**config.mk**
```make
export PLATFORM = sky130hd
export DESIGN_NAME = gpr_mp_flat
export DESIGN_NICKNAME = d
export VERILOG_FILES = /design/src/rtl/gpr_pkg.sv /design/src/rtl/gpr_if.sv /design/src/rtl/gpr_clr_fsm.sv /design/src/rtl/gpr_mp.sv /design/src/flat_wrapper.sv
export SDC_FILE = /design/constraint.sdc
export NUM_CORES = 2
export LEC_CHECK = 0
export ABC_AREA = 1
export BUFFER_PORTS_ARGS = -buffer_cell sky130_fd_sc_hd__buf_2
export CORE_MARGIN = 2
export CORE_UTILIZATION = 30
export CTS_BUF_LIST = sky130_fd_sc_hd__clkbuf_2
export DETAILED_ROUTE_END_ITERATION = 8
export SLEW_MARGIN = 20
export SYNTH_ARGS = -nofsm -noshare
export SYNTH_HDL_FRONTEND = slang
export SYNTH_SLANG_ARGS = --single-unit
```
**constraint.sdc**
```tcl
create_clock -name clk -period 36.8 [get_ports clk]
set_input_delay 5.52 -clock clk [delete_from_list [all_inputs] [get_ports clk]]
set_output_delay 5.52 -clock clk [all_outputs]
set_load 0.05 [all_outputs]
```
**src/rtl/gpr_pkg.sv**
```systemverilog
// gpr_pkg: shared constants, clear-FSM state encoding and the effective-write
// predicate used by the multi-port register file.
package gpr_pkg;

    localparam int unsigned GPR_DW = 32;
    localparam int unsigned GPR_AW = 5;

    typedef enum logic {
        ST_IDLE  = 1'b0,
        ST_CLEAR = 1'b1
    } clr_state_e;

    // A write port commits only when enabled, not overflowed, not aimed at a
    // hardwired-zero entry, and the clear engine is not running.
    function automatic logic wr_eff(input logic en,
                                    input logic ovf,
                                    input logic zero_hit,
                                    input logic idle);
        return en & ~ovf & ~zero_hit & idle;
    endfunction

endpackage

```
**src/rtl/gpr_if.sv**
```systemverilog
// gpr_if: read ports, two write ports, overflow status and bulk-clear control
// of the register file.
//   ra/rd                 : NRD packed read addresses / read data
//   w0_*/w1_*             : write ports (port 1 is the younger instruction)
//   ovf_clr/ovf_flag/ovf_addr : sticky overflow status
//   clr_req/clr_busy      : bulk-clear request and progress
interface gpr_if #(
    parameter int unsigned DW  = 32,
    parameter int unsigned AW  = 5,
    parameter int unsigned NRD = 2
);
    logic [NRD*AW-1:0] ra;
    logic [NRD*DW-1:0] rd;
    logic              w0_en;
    logic [AW-1:0]     w0_addr;
    logic [DW-1:0]     w0_data;
    logic              w0_ovf;
    logic              w1_en;
    logic [AW-1:0]     w1_addr;
    logic [DW-1:0]     w1_data;
    logic              w1_ovf;
    logic              ovf_clr;
    logic              ovf_flag;
    logic [AW-1:0]     ovf_addr;
    logic              clr_req;
    logic              clr_busy;

    modport master (
        output ra, w0_en, w0_addr, w0_data, w0_ovf,
               w1_en, w1_addr, w1_data, w1_ovf, ovf_clr, clr_req,
        input  rd, ovf_flag, ovf_addr, clr_busy
    );

    modport slave (
        input  ra, w0_en, w0_addr, w0_data, w0_ovf,
               w1_en, w1_addr, w1_data, w1_ovf, ovf_clr, clr_req,
        output rd, ovf_flag, ovf_addr, clr_busy
    );
endinterface

```
**src/rtl/gpr_clr_fsm.sv**
```systemverilog
// gpr_clr_fsm: sequential bulk-clear engine, zeroes one entry per cycle.
//   clk, rst   : clock, async active-high reset
//   clr_req    : start request (ignored while clearing)
//   clr_busy   : clear in progress
//   clr_we_c   : clear-write strobe for the current cycle
//   clr_addr   : entry zeroed on the next edge
module gpr_clr_fsm
    import gpr_pkg::*;
#(
    parameter int unsigned AW = GPR_AW
) (
    input  logic          clk,
    input  logic          rst,
    input  logic          clr_req,
    output logic          clr_busy,
    output logic          clr_we_c,
    output logic [AW-1:0] clr_addr
);
    localparam int unsigned DEPTH = 1 << AW;

    clr_state_e    state_q, state_d;
    logic [AW-1:0] cnt_q, cnt_d;
    logic          busy_q;

    // State, counter and busy flag registers.
    always_ff @(posedge clk or posedge rst) begin
        if (rst) begin
            state_q <= ST_IDLE;
            cnt_q   <= '0;
            busy_q  <= 1'b0;
        end else begin
            state_q <= state_d;
            cnt_q   <= cnt_d;
            busy_q  <= (state_d == ST_CLEAR);
        end
    end

    // Next state: run DEPTH cycles, leave on the edge that clears the last entry.
    always_comb begin
        state_d = state_q;
        cnt_d   = cnt_q;
        case (state_q)
            ST_IDLE: begin
                if (clr_req) begin
                    state_d = ST_CLEAR;
                    cnt_d   = '0;
                end
            end
            ST_CLEAR: begin
                cnt_d = cnt_q + AW'(1);
                if (cnt_q == AW'(DEPTH - 1)) begin
                    state_d = ST_IDLE;
                end
            end
            default: state_d = ST_IDLE;
        endcase
    end

    assign clr_busy = busy_q;
    assign clr_we_c = (state_q == ST_CLEAR);
    assign clr_addr = cnt_q;

endmodule

```
**src/rtl/gpr_mp.sv**
```systemverilog
// gpr_mp: multi-port register file with two write ports, NRD combinational
// read ports, optional write-to-read bypass, sticky first-overflow status and
// a bulk-clear engine.
//   clk, rst : clock, async active-high reset
//   bus      : gpr_if slave (read/write ports, overflow status, clear control)
module gpr_mp
    import gpr_pkg::*;
#(
    parameter int unsigned DW       = GPR_DW,
    parameter int unsigned AW       = GPR_AW,
    parameter int unsigned NRD      = 2,
    parameter int unsigned BYPASS   = 1,
    parameter int unsigned ZERO_REG = 1
) (
    input  logic clk,
    input  logic rst,
    gpr_if.slave bus
);
    localparam int unsigned DEPTH = 1 << AW;

    logic [DW-1:0]     mem [DEPTH];
    logic              clr_we_c;
    logic [AW-1:0]     clr_addr;
    logic              clr_busy;
    logic              we0_c, we1_c;
    logic              ovf0_c, ovf1_c;
    logic              ovf_flag_q;
    logic [AW-1:0]     ovf_addr_q;
    logic [NRD*DW-1:0] rd_c;

    gpr_clr_fsm #(.AW(AW)) u_clr (
        .clk      (clk),
        .rst      (rst),
        .clr_req  (bus.clr_req),
        .clr_busy (clr_busy),
        .clr_we_c (clr_we_c),
        .clr_addr (clr_addr)
    );

    assign we0_c = wr_eff(bus.w0_en, bus.w0_ovf,
                          (ZERO_REG != 0) && (bus.w0_addr == '0), ~clr_we_c);
    assign we1_c = wr_eff(bus.w1_en, bus.w1_ovf,
                          (ZERO_REG != 0) && (bus.w1_addr == '0), ~clr_we_c);

    // Array: clear write first, then port 1 over port 0 (younger wins).
    always_ff @(posedge clk or posedge rst) begin
        if (rst) begin
            for (int unsigned i = 0; i < DEPTH; i++) begin
                mem[i] <= '0;
            end
        end else begin
            for (int unsigned i = 0; i < DEPTH; i++) begin
                if (clr_we_c && (clr_addr == AW'(i))) begin
                    mem[i] <= '0;
                end else if (we1_c && (bus.w1_addr == AW'(i))) begin
                    mem[i] <= bus.w1_data;
                end else if (we0_c && (bus.w0_addr == AW'(i))) begin
                    mem[i] <= bus.w0_data;
                end
            end
        end
    end

    // One read port: array value, optionally forwarded, forced zero at entry 0.
    function automatic logic [DW-1:0] rd_port(input logic [AW-1:0] a);
        logic [DW-1:0] v;
        v = mem[a];
        if (BYPASS != 0) begin
            if (we1_c && (bus.w1_addr == a)) begin
                v = bus.w1_data;
            end else if (we0_c && (bus.w0_addr == a)) begin
                v = bus.w0_data;
            end
        end
        if ((ZERO_REG != 0) && (a == '0)) begin
            v = '0;
        end
        return v;
    endfunction

    always_comb begin
        rd_c = '0;
        for (int unsigned k = 0; k < NRD; k++) begin
            rd_c[k*DW +: DW] = rd_port(bus.ra[k*AW +: AW]);
        end
    end

    assign ovf0_c = bus.w0_en & bus.w0_ovf;
    assign ovf1_c = bus.w1_en & bus.w1_ovf;

    // Sticky overflow: first address is held; a clear coinciding with a new
    // overflow re-arms the capture so the new address is taken.
    always_ff @(posedge clk or posedge rst) begin
        if (rst) begin
            ovf_flag_q <= 1'b0;
            ovf_addr_q <= '0;
        end else if (ovf0_c || ovf1_c) begin
            ovf_flag_q <= 1'b1;
            if (!ovf_flag_q || bus.ovf_clr) begin
                ovf_addr_q <= ovf0_c ? bus.w0_addr : bus.w1_addr;
            end
        end else if (bus.ovf_clr) begin
            ovf_flag_q <= 1'b0;
            ovf_addr_q <= '0;
        end
    end

    assign bus.rd       = rd_c;
    assign bus.ovf_flag = ovf_flag_q;
    assign bus.ovf_addr = ovf_addr_q;
    assign bus.clr_busy = clr_busy;

endmodule

```
**src/flat_wrapper.sv**
```systemverilog
// flat-port wrapper written by rule: the top's interface ports become plain ports
module gpr_mp_flat import gpr_pkg::*;
#(
    parameter int unsigned DW       = GPR_DW,
    parameter int unsigned AW       = GPR_AW,
    parameter int unsigned NRD      = 2,
    parameter int unsigned BYPASS   = 1,
    parameter int unsigned ZERO_REG = 1
)
  (clk, rst, bus_ra, bus_w0_en, bus_w0_addr, bus_w0_data, bus_w0_ovf, bus_w1_en, bus_w1_addr, bus_w1_data, bus_w1_ovf, bus_ovf_clr, bus_clr_req, bus_rd, bus_ovf_flag, bus_ovf_addr, bus_clr_busy);
  gpr_if #(.DW(DW), .AW(AW), .NRD(NRD)) bus_i ();
  input  logic clk;
  input  logic rst;
  input wire logic [$bits(bus_i.ra)-1:0] bus_ra;
  input wire logic [$bits(bus_i.w0_en)-1:0] bus_w0_en;
  input wire logic [$bits(bus_i.w0_addr)-1:0] bus_w0_addr;
  input wire logic [$bits(bus_i.w0_data)-1:0] bus_w0_data;
  input wire logic [$bits(bus_i.w0_ovf)-1:0] bus_w0_ovf;
  input wire logic [$bits(bus_i.w1_en)-1:0] bus_w1_en;
  input wire logic [$bits(bus_i.w1_addr)-1:0] bus_w1_addr;
  input wire logic [$bits(bus_i.w1_data)-1:0] bus_w1_data;
  input wire logic [$bits(bus_i.w1_ovf)-1:0] bus_w1_ovf;
  input wire logic [$bits(bus_i.ovf_clr)-1:0] bus_ovf_clr;
  input wire logic [$bits(bus_i.clr_req)-1:0] bus_clr_req;
  output wire logic [$bits(bus_i.rd)-1:0] bus_rd;
  output wire logic [$bits(bus_i.ovf_flag)-1:0] bus_ovf_flag;
  output wire logic [$bits(bus_i.ovf_addr)-1:0] bus_ovf_addr;
  output wire logic [$bits(bus_i.clr_busy)-1:0] bus_clr_busy;
  assign bus_i.ra = bus_ra;
  assign bus_i.w0_en = bus_w0_en;
  assign bus_i.w0_addr = bus_w0_addr;
  assign bus_i.w0_data = bus_w0_data;
  assign bus_i.w0_ovf = bus_w0_ovf;
  assign bus_i.w1_en = bus_w1_en;
  assign bus_i.w1_addr = bus_w1_addr;
  assign bus_i.w1_data = bus_w1_data;
  assign bus_i.w1_ovf = bus_w1_ovf;
  assign bus_i.ovf_clr = bus_ovf_clr;
  assign bus_i.clr_req = bus_clr_req;
  assign bus_rd = bus_i.rd;
  assign bus_ovf_flag = bus_i.ovf_flag;
  assign bus_ovf_addr = bus_i.ovf_addr;
  assign bus_clr_busy = bus_i.clr_busy;
  gpr_mp #(.DW(DW), .AW(AW), .NRD(NRD), .BYPASS(BYPASS), .ZERO_REG(ZERO_REG)) u_core (.clk(clk), .rst(rst), .bus(bus_i));
endmodule
```
==> results.yml <==
timing:
  setup_viol: 0
  worst_pin_slew_ps: 1390
  clock_skew_ps: 96.5
  setup_slack_ps: 20860
  period_share: 0.433
  period_minus_slack_ps: 15940
  maxSlewViolCount: 0
  slew_headroom: 0.0745
  hold_viol_final: 0
  rsz0062_at_grt: "false"
  fmax_mhz: 62.8
  setup_tns_ps: 0
yosys:
  ys_types: 42
  synth-seq-cells: 1036
  synthCells: 10800
  syn_avg_cell_area_sq_um: 6.50
  yosysSeqAreaShare: 0.371
  synth_nets: 10900
  syn_area_sq_um: 69900
  yosysWarningCount: 0
grt:
  grt_max_degree: 151
  antenna_found_initial: 62
  grt_pass1_wl_mm: 548
  grt_usage: 0.317
  grt_pass1_vias: 73000
  grt_overflow: 0
drt:
  firstDrtPassIters: 9
  wl_per_cell_um: 28.5
  first_iter_violations: 14500
  drt_wl_total_mm: 390
  route.detailed.drc: 0
  vias_per_cell: 5.94
  vias: 81500
  final_antenna_net_count: 0
place:
  place_congestion: 1.00
  portBuffers: 162
  placed_cells: 13200
  pre_cts_ws_ps: 21270
  dp_hpwl_mm: 232
setup_path:
  start_kind: "input port"
  crit_required_ps: 31280
  crit_type: "in -> out"
  crit_fanout: 95
  critical_path_arrival_ps: 10420
  crit_top_cell: "nand2_1"
  critPathMaxStageDelay_ps: 890
  critical_path_buf_inv_count: 5
  cp_slowest_cell: "buf_4"
  endpoint_kind: "output pin"
  crit_family: "buffers and inverters"
  cp_cell_sequence: "buf_8 > buf_4 > buf_4 > buf_4 > nand2_1 > nand3_1 > nand2_1 > a21oi_1 > nand2_1 > nand2_1 > nand3_1 > a21oi_1 > buf_2"
cells_and_area:
  final_cells: 13700
  drive_gt1_frac: 0.0920
  final_nets: 10500
  area_growth_pct: 7.71
die:
  die_w_um: 487
  die_h_um: 487
  rows: 177
  top_level_ports: 163
  initial_core_util: 0.301
  dieArea_sq_um: 237000
  coreArea_sq_um: 232000
clock_network:
  clkTransAtPathRegs_ps: 100
  cts_resized: 0
  cts_tree: "built"
  cts-root-buf: "clkbuf_2"
  cts_made_buffers: 302
  cts_sinks: 1036
  cts_buffer_depth: 4
  htree_levels: 5
  cts_hold_buf: 0
  cts_setup_buffers: 0
  clkLatencyLatePin_ps: 1850
flow_run:
  max_cap_viol_count: 0
power_and_ir_drop:
  vdd_drop_max_v: 0.0000300
  leakage_nw: 33.8
  p_per_area_nw_per_um2: 56.2
  power_mw: 4.23
worst_hold_path:
  hold_class: "reg -> reg"
outcome:
  status: "finished, final reports clean"
## state kept, by name (all words and copies together) (netlist names)
signal and flops:
u_core.bus.ovf_flag 1, u_core.u_clr.clr_busy 1, u_core.mem 1024, u_core.u_clr.clr_addr 5, u_core.bus.ovf_addr 5
## routing by layer
layer  up-vias  wire length (um)  track usage
met1     37600            141000        0.403
met3      1522             58400        0.108
li1      35400                 -            -
met2      6848            157000        0.446
met4        28             33100        0.228
met5         -               171            0
## worst register-to-register path: cells and delay by family (launching register included)
family                 cells  cell delay [ps]
buffers and inverters      4             2610
and+or+nand+nor            5              690
DFF                        1              590
AOI/OAI and AO/OA          2              460
## cell usage after synthesis
cell	count	area, sq um
o21ai_4	1	16.3
xor2_1	5	43.8
nand3_4	1	17.5
inv_1	775	2910
a31oi_1	124	776
ha_1	6	75.1
o21ai_0	1604	8030
o221ai_1	1	8.76
a21oi_1	577	2890
nor3_2	1	10.0
nor2_4	8	90.1
nor3_1	4	20.0
nand2_2	9	56.3
buf_4	5	37.5
buf_6	2	22.5
nand3_2	3	30.0
clkbuf_1	824	3090
o32ai_1	1	8.76
nor2_8	1	20.0
o22ai_1	490	3070
dfrtp_1	1036	25900
buf_1	73	274
o21ai_2	2	17.5
nor2_1	468	1760
nand2_1	3073	11500
inv_2	27	101
clkbuf_2	2	10.0
nor2_2	16	100
nand3_1	1078	5400
o211ai_1	309	2320
o21bai_1	1	7.51
xnor2_1	10	87.6
a21oi_4	1	16.3
nand4_1	12	75.1
nor3b_2	1	12.5
o211ai_2	5	62.6
buf_2	128	641
inv_4	1	6.26
or2_2	1	6.26
o21ai_1	47	235
clkinv_1	29	109
nand4_2	2	25.0
## cell usage in the layout, fill, tap and decap left out, types with 2 or more instances in the layout
master / Yosys / layout
o21ai_1: 47 / 44
o211ai_4: 0 / 5
nor2_2: 16 / 10
clkinv_2: 0 / 7
nand3_2: 3 / 10
bufinv_16: 0 / 2
buf_12: 0 / 4
buf_8: 0 / 3
buf_2: 128 / 155
o22ai_1: 490 / 490
nor2_1: 468 / 456
inv_1: 775 / 770
o21ai_0: 1604 / 1604
nand2_4: 0 / 3
xor2_1: 5 / 5
ha_1: 6 / 6
diode_2: 0 / 56
o211ai_1: 309 / 309
nand2_2: 9 / 31
nor3_1: 4 / 4
buf_4: 5 / 232
nand2_1: 3073 / 3048
inv_8: 0 / 5
a21oi_2: 0 / 3
a21oi_1: 577 / 570
nand4_1: 12 / 12
nand3_1: 1078 / 1071
nor2_4: 8 / 26
dfrtp_1: 1036 / 1036
xnor2_1: 10 / 10
a21oi_4: 1 / 5
inv_2: 27 / 31
clkbuf_2: 2 / 427
o21ai_4: 1 / 6
a31oi_1: 124 / 123
clkinv_1: 29 / 71
## stage by stage
step                      hold slack, ps  instance area (sq um)  utilization
after floorplan                      453                  69900            -
after global placement               470                  72800        0.313
after detailed placement             476                  72800        0.313
after CTS                            499                  75200        0.324
after global routing                 526                  75300        0.324
final                                505                  75300        0.325
## kinds of logic after synthesis
| family | count (synthesis) | share of synthesized area |
|---|---|---|
| flops | 1036 | 0.371 |
| buf+inv | 1866 | 0.103 |
| compound gates | 3163 | 0.250 |
| xor+xnor | 15 | 0.00188 |
| simple gates | 4678 | 0.274 |
| fa+ha+maj | 6 | 0.00107 |
## final timing paths
kind | startpoint | end | slack, ps | cells after the start
setup / recovery | bus_ra[0] | bus_rd[1] | 20860 | 13
hold / removal | u_core.mem[639] | u_core.mem[639] | 510 | 2
setup reg to reg | u_core.u_clr.clr_busy | u_core.mem[988] | 32270 | 11
hold reg to reg | u_core.mem[639] | u_core.mem[639] | 510 | 2
max in group asynchronous | rst | u_core.mem[419] | 29380 | 6
min in group asynchronous | rst | u_core.mem[818] | 3780 | 2
## report_power, final
| group | switching (mW) | internal, mW |
|---|---|---|
| registers | 0.271 | 1.53 |
| clock network | 0.565 | 0.319 |
| logic | 1.07 | 0.479 |
## layout make-up
cell class | instances | area (sq um)
clock inverters | 55 | 267
flip-flops and latches | 1036 | 25900
multi-input cells | 7862 | 37200
diodes | 56 | 140
repair buffers | 395 | 2650
fillers | 25600 | 157000
clock buffers | 427 | 2140
well taps | 3043 | 3810
inverters | 832 | 3160
No activity file was read; power rests on OpenSTA's default activity.
